## src/rtl/key_event_gen.sv

```systemverilog
// key_event_gen: sync, debounce and queue raw active-low keys as events.
// Optional auto-repeat on direction keys when KEY_REPEAT_EN is defined.
module key_event_gen #(
  parameter int N_KEYS     = 8,
  parameter int DB_CYCLES  = 1,
  parameter int DB_W       = 16,
  parameter int FIFO_DEPTH = 4,
  parameter int REPEAT_DLY = 32,
  parameter int REPEAT_PER = 8
) (
  input  logic                      clk,
  input  logic                      rst_n,
  input  logic [N_KEYS-1:0]         key_n,
  output logic [N_KEYS-1:0]         key_lvl,
  output logic [N_KEYS-1:0]         key_pls,
  output logic                      evt_valid,
  output logic [$clog2(N_KEYS)-1:0] evt_code,
  input  logic                      evt_ready,
  output logic                      evt_ovf,
  input  logic                      ovf_clr
);

  localparam int CW = $clog2(N_KEYS);
  localparam int AW = $clog2(FIFO_DEPTH);
  localparam logic [DB_W-1:0] DB_MAX = DB_W'(DB_CYCLES);
  localparam logic [DB_W-1:0] DB_ONE = DB_W'(1);

  logic [N_KEYS-1:0] sync1_q, sync2_q;
  logic [N_KEYS-1:0] lvl_q, lvl_d;
  logic [N_KEYS-1:0] pls_q, pls_d;
  logic [N_KEYS-1:0] pend_q, pend_d;
  logic [DB_W-1:0]   db_cnt_q [N_KEYS];
  logic [DB_W-1:0]   db_cnt_d [N_KEYS];
  logic [CW-1:0]     mem_q [FIFO_DEPTH];
  logic [CW-1:0]     mem_d [FIFO_DEPTH];
  logic [AW:0]       wr_q, wr_d, rd_q, rd_d;
  logic              ovf_q, ovf_d;

  logic [N_KEYS-1:0] cand, sel_oh;
  logic [CW-1:0]     sel_idx;
  logic              full, empty, pop, push, room;

`ifdef KEY_REPEAT_EN
  localparam int NR = (N_KEYS < 4) ? N_KEYS : 4;
  localparam int RW = 16;
  localparam logic [RW-1:0] RPT_ONE = RW'(1);
  localparam logic [RW-1:0] RPT_DLY = RW'(REPEAT_DLY);
  localparam logic [RW-1:0] RPT_RLD = RW'(REPEAT_DLY - REPEAT_PER);
  logic [RW-1:0] rpt_q [NR];
  logic [RW-1:0] rpt_d [NR];
`endif

  // Two-flop synchroniser, idles released
  always_ff @(posedge clk or negedge rst_n) begin
    if (!rst_n) begin
      sync1_q <= '1;
      sync2_q <= '1;
    end else begin
      sync1_q <= key_n;
      sync2_q <= sync1_q;
    end
  end

  // Debounce: count disagreement, toggle level on reaching threshold
  always_comb begin
    lvl_d = lvl_q;
    for (int i = 0; i < N_KEYS; i++) begin
      db_cnt_d[i] = '0;
      if (sync2_q[i] == lvl_q[i]) begin
        if (db_cnt_q[i] + DB_ONE == DB_MAX)
          lvl_d[i] = ~lvl_q[i];
        else
          db_cnt_d[i] = db_cnt_q[i] + DB_ONE;
      end
    end
  end

  // Press pulse on rising level, plus optional auto-repeat
  always_comb begin
    pls_d = lvl_d & ~lvl_q;
`ifdef KEY_REPEAT_EN
    for (int i = 0; i < NR; i++) begin
      rpt_d[i] = '0;
      if (lvl_q[i] && lvl_d[i]) begin
        if (rpt_q[i] + RPT_ONE == RPT_DLY) begin
          pls_d[i] = 1'b1;
          rpt_d[i] = RPT_RLD;
        end else begin
          rpt_d[i] = rpt_q[i] + RPT_ONE;
        end
      end
    end
`endif
  end

  // Arbitration, pending bookkeeping, overflow and FIFO next state
  always_comb begin
    cand  = pend_q | pls_q;
    empty = (wr_q == rd_q);
    full  = (wr_q[AW] != rd_q[AW]) &&
            (wr_q[AW-1:0] == rd_q[AW-1:0]);
    pop   = !empty && evt_ready;
    room  = !full || pop;
    sel_idx = '0;
    sel_oh  = '0;
    for (int i = N_KEYS - 1; i >= 0; i--) begin
      if (cand[i]) begin
        sel_idx   = CW'(i);
        sel_oh    = '0;
        sel_oh[i] = 1'b1;
      end
    end
    push   = room && (|cand);
    pend_d = push ? (cand & ~sel_oh) : cand;
    ovf_d  = ovf_q;
    if (ovf_clr) ovf_d = 1'b0;
    if (|(pls_q & pend_q)) ovf_d = 1'b1;
    mem_d = mem_q;
    if (push) mem_d[wr_q[AW-1:0]] = sel_idx;
    wr_d = push ? wr_q + 1'b1 : wr_q;
    rd_d = pop  ? rd_q + 1'b1 : rd_q;
  end

  // State registers
  always_ff @(posedge clk or negedge rst_n) begin
    if (!rst_n) begin
      lvl_q  <= '0;
      pls_q  <= '0;
      pend_q <= '0;
      wr_q   <= '0;
      rd_q   <= '0;
      ovf_q  <= 1'b0;
      for (int i = 0; i < N_KEYS; i++)
        db_cnt_q[i] <= '0;
      for (int i = 0; i < FIFO_DEPTH; i++)
        mem_q[i] <= '0;
    end else begin
      lvl_q  <= lvl_d;
      pls_q  <= pls_d;
      pend_q <= pend_d;
      wr_q   <= wr_d;
      rd_q   <= rd_d;
      ovf_q  <= ovf_d;
      for (int i = 0; i < N_KEYS; i++)
        db_cnt_q[i] <= db_cnt_d[i];
      for (int i = 0; i < FIFO_DEPTH; i++)
        mem_q[i] <= mem_d[i];
    end
  end

`ifdef KEY_REPEAT_EN
  // Auto-repeat counters for direction keys
  always_ff @(posedge clk or negedge rst_n) begin
    if (!rst_n) begin
      for (int i = 0; i < NR; i++)
        rpt_q[i] <= '0;
    end else begin
      for (int i = 0; i < NR; i++)
        rpt_q[i] <= rpt_d[i];
    end
  end
`endif

  assign key_lvl   = lvl_q;
  assign key_pls   = pls_q;
  assign evt_valid = !empty;
  assign evt_code  = mem_q[rd_q[AW-1:0]];
  assign evt_ovf   = ovf_q;

endmodule

```

## config.mk

```make
export PLATFORM = sky130hd
export DESIGN_NAME = key_event_gen
export DESIGN_NICKNAME = d
export VERILOG_FILES = /design/src/rtl/key_event_gen.sv
export SDC_FILE = /design/constraint.sdc
export NUM_CORES = 1
export LEC_CHECK = 0
export ABC_AREA = 0
export BUFFER_PORTS_ARGS = -buffer_cell sky130_fd_sc_hd__buf_4
export CORE_ASPECT_RATIO = 1.75
export CORE_UTILIZATION = 48
export DETAILED_ROUTE_END_ITERATION = 12
export GPL_TIMING_DRIVEN = 0
export PLACE_DENSITY = 0.75
export REMOVE_ABC_BUFFERS = 1
export SETUP_SLACK_MARGIN = 0.1
export SYNTH_ARGS = -nofsm -noshare
export SYNTH_HDL_FRONTEND = slang
export SYNTH_SLANG_ARGS = --single-unit
```

## constraint.sdc

```tcl
create_clock -name clk -period 3.4 [get_ports clk]
set_input_delay 0.68 -clock clk [delete_from_list [all_inputs] [get_ports clk]]
set_output_delay 0.68 -clock clk [all_outputs]
set_load 0.02 [all_outputs]
```

==> metrics.md <==
| Metric | Value |
|---|---|
| Final nets | 1068 |
| Post-route insts no fill | 1296 |
| Leak | 4.73 nW |
| Status | complete, but fails checks |
| Setup violators final | 0 |
| All-Layer GR Usage | 19.2% |
| Wirelength, routed | 19300 um |
| Die ar. | 21500 sq um |
| Die Y | 193 um |
| Clk buf depth | 2 |
| I/O pin count | 33 |
| Setup TNS | 0 ns |
| Crit path launch type | flip-flop |
| Filler Cells Inserted | 1788 |
| Worst-path clk slew | 0.07 ns |
| Multi-input gate area | 4990 sq um |
| Dpl cells | 1264 |
| DRC Markers | 6 |
| Core area | 20400 sq um |
| Ant diodes | 0 |
| Initial antenna violation count | 0 |
| Initial core utilization | 49.1% |
| Main synth FF type | dfrtp_1 |
| RePlAce Congestion | 0.850 |
| Fmax | 349 MHz |
| Reg area | 4700 sq um |
| Worst EP arrival | 3.16 ns |
| Final Hold Vio Count | 0 |
| Global-route wire length before repair | 33600 um |
| Fraction of layout cells with a size suffix above 1 | 11.2% |
| GRT overflow | 0 |
| Initial DRC count | 425 |
| Hold Path Class | primary input to asynchronous set/reset pin |
| Share of the synthesized area in the top cell type | 42.8% |
| Number of enable flip-flop cells after synthesis | 0 |
| Row count | 69 |
| CTS tree | yes |
| Register bit total from synthesis | 187 |
| Power Dens Cells | 477 nW/um^2 |
| H-tree depth | 4 |
| Finished Cell Area | 11000 sq um |
| Detail Route Antenna Nets | 0 |
| Ys Warns | 0 |
| Largest net degree at the start of global routing | 123 |
| Via count | 7466 |
| Max-Cap Viols | 0 |
| Worst vdd ir | 0.313 mV |
| Clk sinks | 187 |
| Synth area leaders | dfrtp_1 43%, xnor2_1 6.4%, nor2_1 6.2% |
| Share of async-settable or async-resettable flops after synthesis | 100% |
| DP HPWL | 13500 um |
| Most numerous cell in the Yosys netlist | dfrtp_1 |
| Area after DPL | 10400 sq um |
| CP endpoint kind | flip-flop |
| Post-CTS sizing | 0 |
| Skew-Pair Late Insertion Delay | 0.43 ns |
| Worst-path maximum fanout | 11 |
| Type of the worst setup path | flip-flop to flip-flop |
| Final Max Tran Viols | 0 |
| Tcrit/Tclk final | 84.2% |
| Syn-to-layout area delta | 10.1% |
| Router iterations before antenna repair | 8 |
| RSZ-0062 raised after global routing | false |
| Leading area contributor after synthesis | dfrtp_1 |
| Post-synthesis sequential area ratio | 46.9% |
| Post-synthesis instance area | 10000 sq um |
| Vias in the first global route | 7403 |
| Netlist cell types | 81 |
| CTS root buf | clkbuf_16 |
| Slew @ Worst Pin | 1.20 ns |
| Post-CTS setup repair buffer count | 0 |
| Syn Area/Cell | 9.78 sq um |
| Failing checks | DRC |
| Commonest cells in the netlist | 171 x dfrtp_1, 164 x nor2_1, 73 x xnor2_1 |
| Worst Path Required | 3.70 ns |
| Total CTS buffers | 17 |
| Die width | 111 um |
| Clk_skew | 0.00853 ns |
| Buffers on Ports | 32 |
| Relative slew margins | 20.1% |
| Fin crit period | 2.86 ns |
| DR WL/cell | 14.9 um |
| Hold buffers post-CTS | 0 |
| Mapped Cells | 1024 |
| Vias per Instance | 5.76 |
-- area by class of cell --
cell class	instances	area share, %
repair buffers	33	2.50
clock buffers	20	4.23
multi-input cells	755	45.3
well taps	248	2.81
inverters	41	1.40
clock inverters	12	1.17
flip-flops and latches	187	42.6
-- metal layers --
| metal | wire, um | global-route usage [%] |
|---|---|---|
| met2 | 10400 | 36.6 |
| met3 | 449 | 3.41 |
| met1 | 7890 | 20.4 |
| met4 | 593 | 9.41 |
| met5 | 0 | 0 |
-- registers in the layout, summed over array words and instances (netlist names) --
register	flops
db_cnt_q	128
evt_ovf	1
key_lvl	8
key_pls	8
mem_q	12
pend_q	8
rd_q	3
sync1_q	8
sync2_q	8
wr_q	3
-- critical path, cell delays in order (launching register included) --
cell and delay, ns:
dfrtp_1 0.57, nand4_4 0.20, or4_1 0.58, o32a_1 0.20
or4b_4 0.55, o31ai_4 0.53, nor2_1 0.11
-- worst paths after layout --
path / startpoint / to / slack (ns) / cells past startpoint
max: db_cnt_q[68] / db_cnt_q[71] / 0.54 / 6
min: rst_n / db_cnt_q[45] / 0.18 / 1
max reg2reg: db_cnt_q[68] / db_cnt_q[71] / 0.54 / 6
max in group asynchronous: rst_n / db_cnt_q[4] / 2.22 / 2
min in group clk: key_n[1] / sync1_q[1] / 0.35 / 1
min reg2reg: sync1_q[7] / sync2_q[7] / 0.35 / 0
-- through the flow --
stage	hold WS, ns	power, W	worst slack (ns)	utilization (%)
after global placement	0.346	0.00330	0.330	51.0
final	0.182	0.00525	0.539	54.1
after global routing	0.217	0.00552	0.295	54.1
after CTS	0.196	0.00533	0.269	54.1
after detailed placement	0.347	0.00332	0.290	51.1
after floorplan	0.345	0.00304	0.700	-
-- placed cells by master (no fill, tap or decap), drive strengths merged, types with 4 or more instances in the layout --
cell type / netlist / routed
a2111oi: 5 / 5
a211o: 6 / 6
a21oi: 15 / 15
a22oi: 4 / 4
a31oi: 9 / 9
and2: 7 / 7
and3: 35 / 35
and4: 7 / 7
buf: 8 / 33
clkbuf: 33 / 20
clkinv: 0 / 4
dfrtp: 171 / 171
dfstp: 16 / 16
ha: 21 / 21
inv: 41 / 47
mux2: 15 / 15
mux2i: 11 / 11
nand2: 54 / 54
nand3: 52 / 52
nand3b: 6 / 6
nand4: 43 / 43
nor2: 164 / 164
nor3: 36 / 36
nor3b: 9 / 9
nor4: 20 / 20
o21ai: 15 / 15
o31ai: 6 / 6
o41ai: 4 / 4
or3: 7 / 7
or4: 4 / 4
xnor2: 73 / 73
xor2: 63 / 63
-- logic make-up after synthesis --
family | count (synthesis) | synth area share (%)
and+or+nand+nor | 462 | 23.5
DFF | 187 | 46.9
xor gates and xnor gates | 136 | 11.9
AOI/OAI and AO/OA | 107 | 8.29
buffers and inverters | 82 | 3.30
muxes | 29 | 3.46
adders and majority gates | 21 | 2.62
-- where the power goes --
group          switching (W)  internal (W)
clock               0.000893       0.00109
sequential          0.000132       0.00239
combinational       0.000402      0.000350
total                0.00143       0.00383
Power figures use the tool's default switching activity.
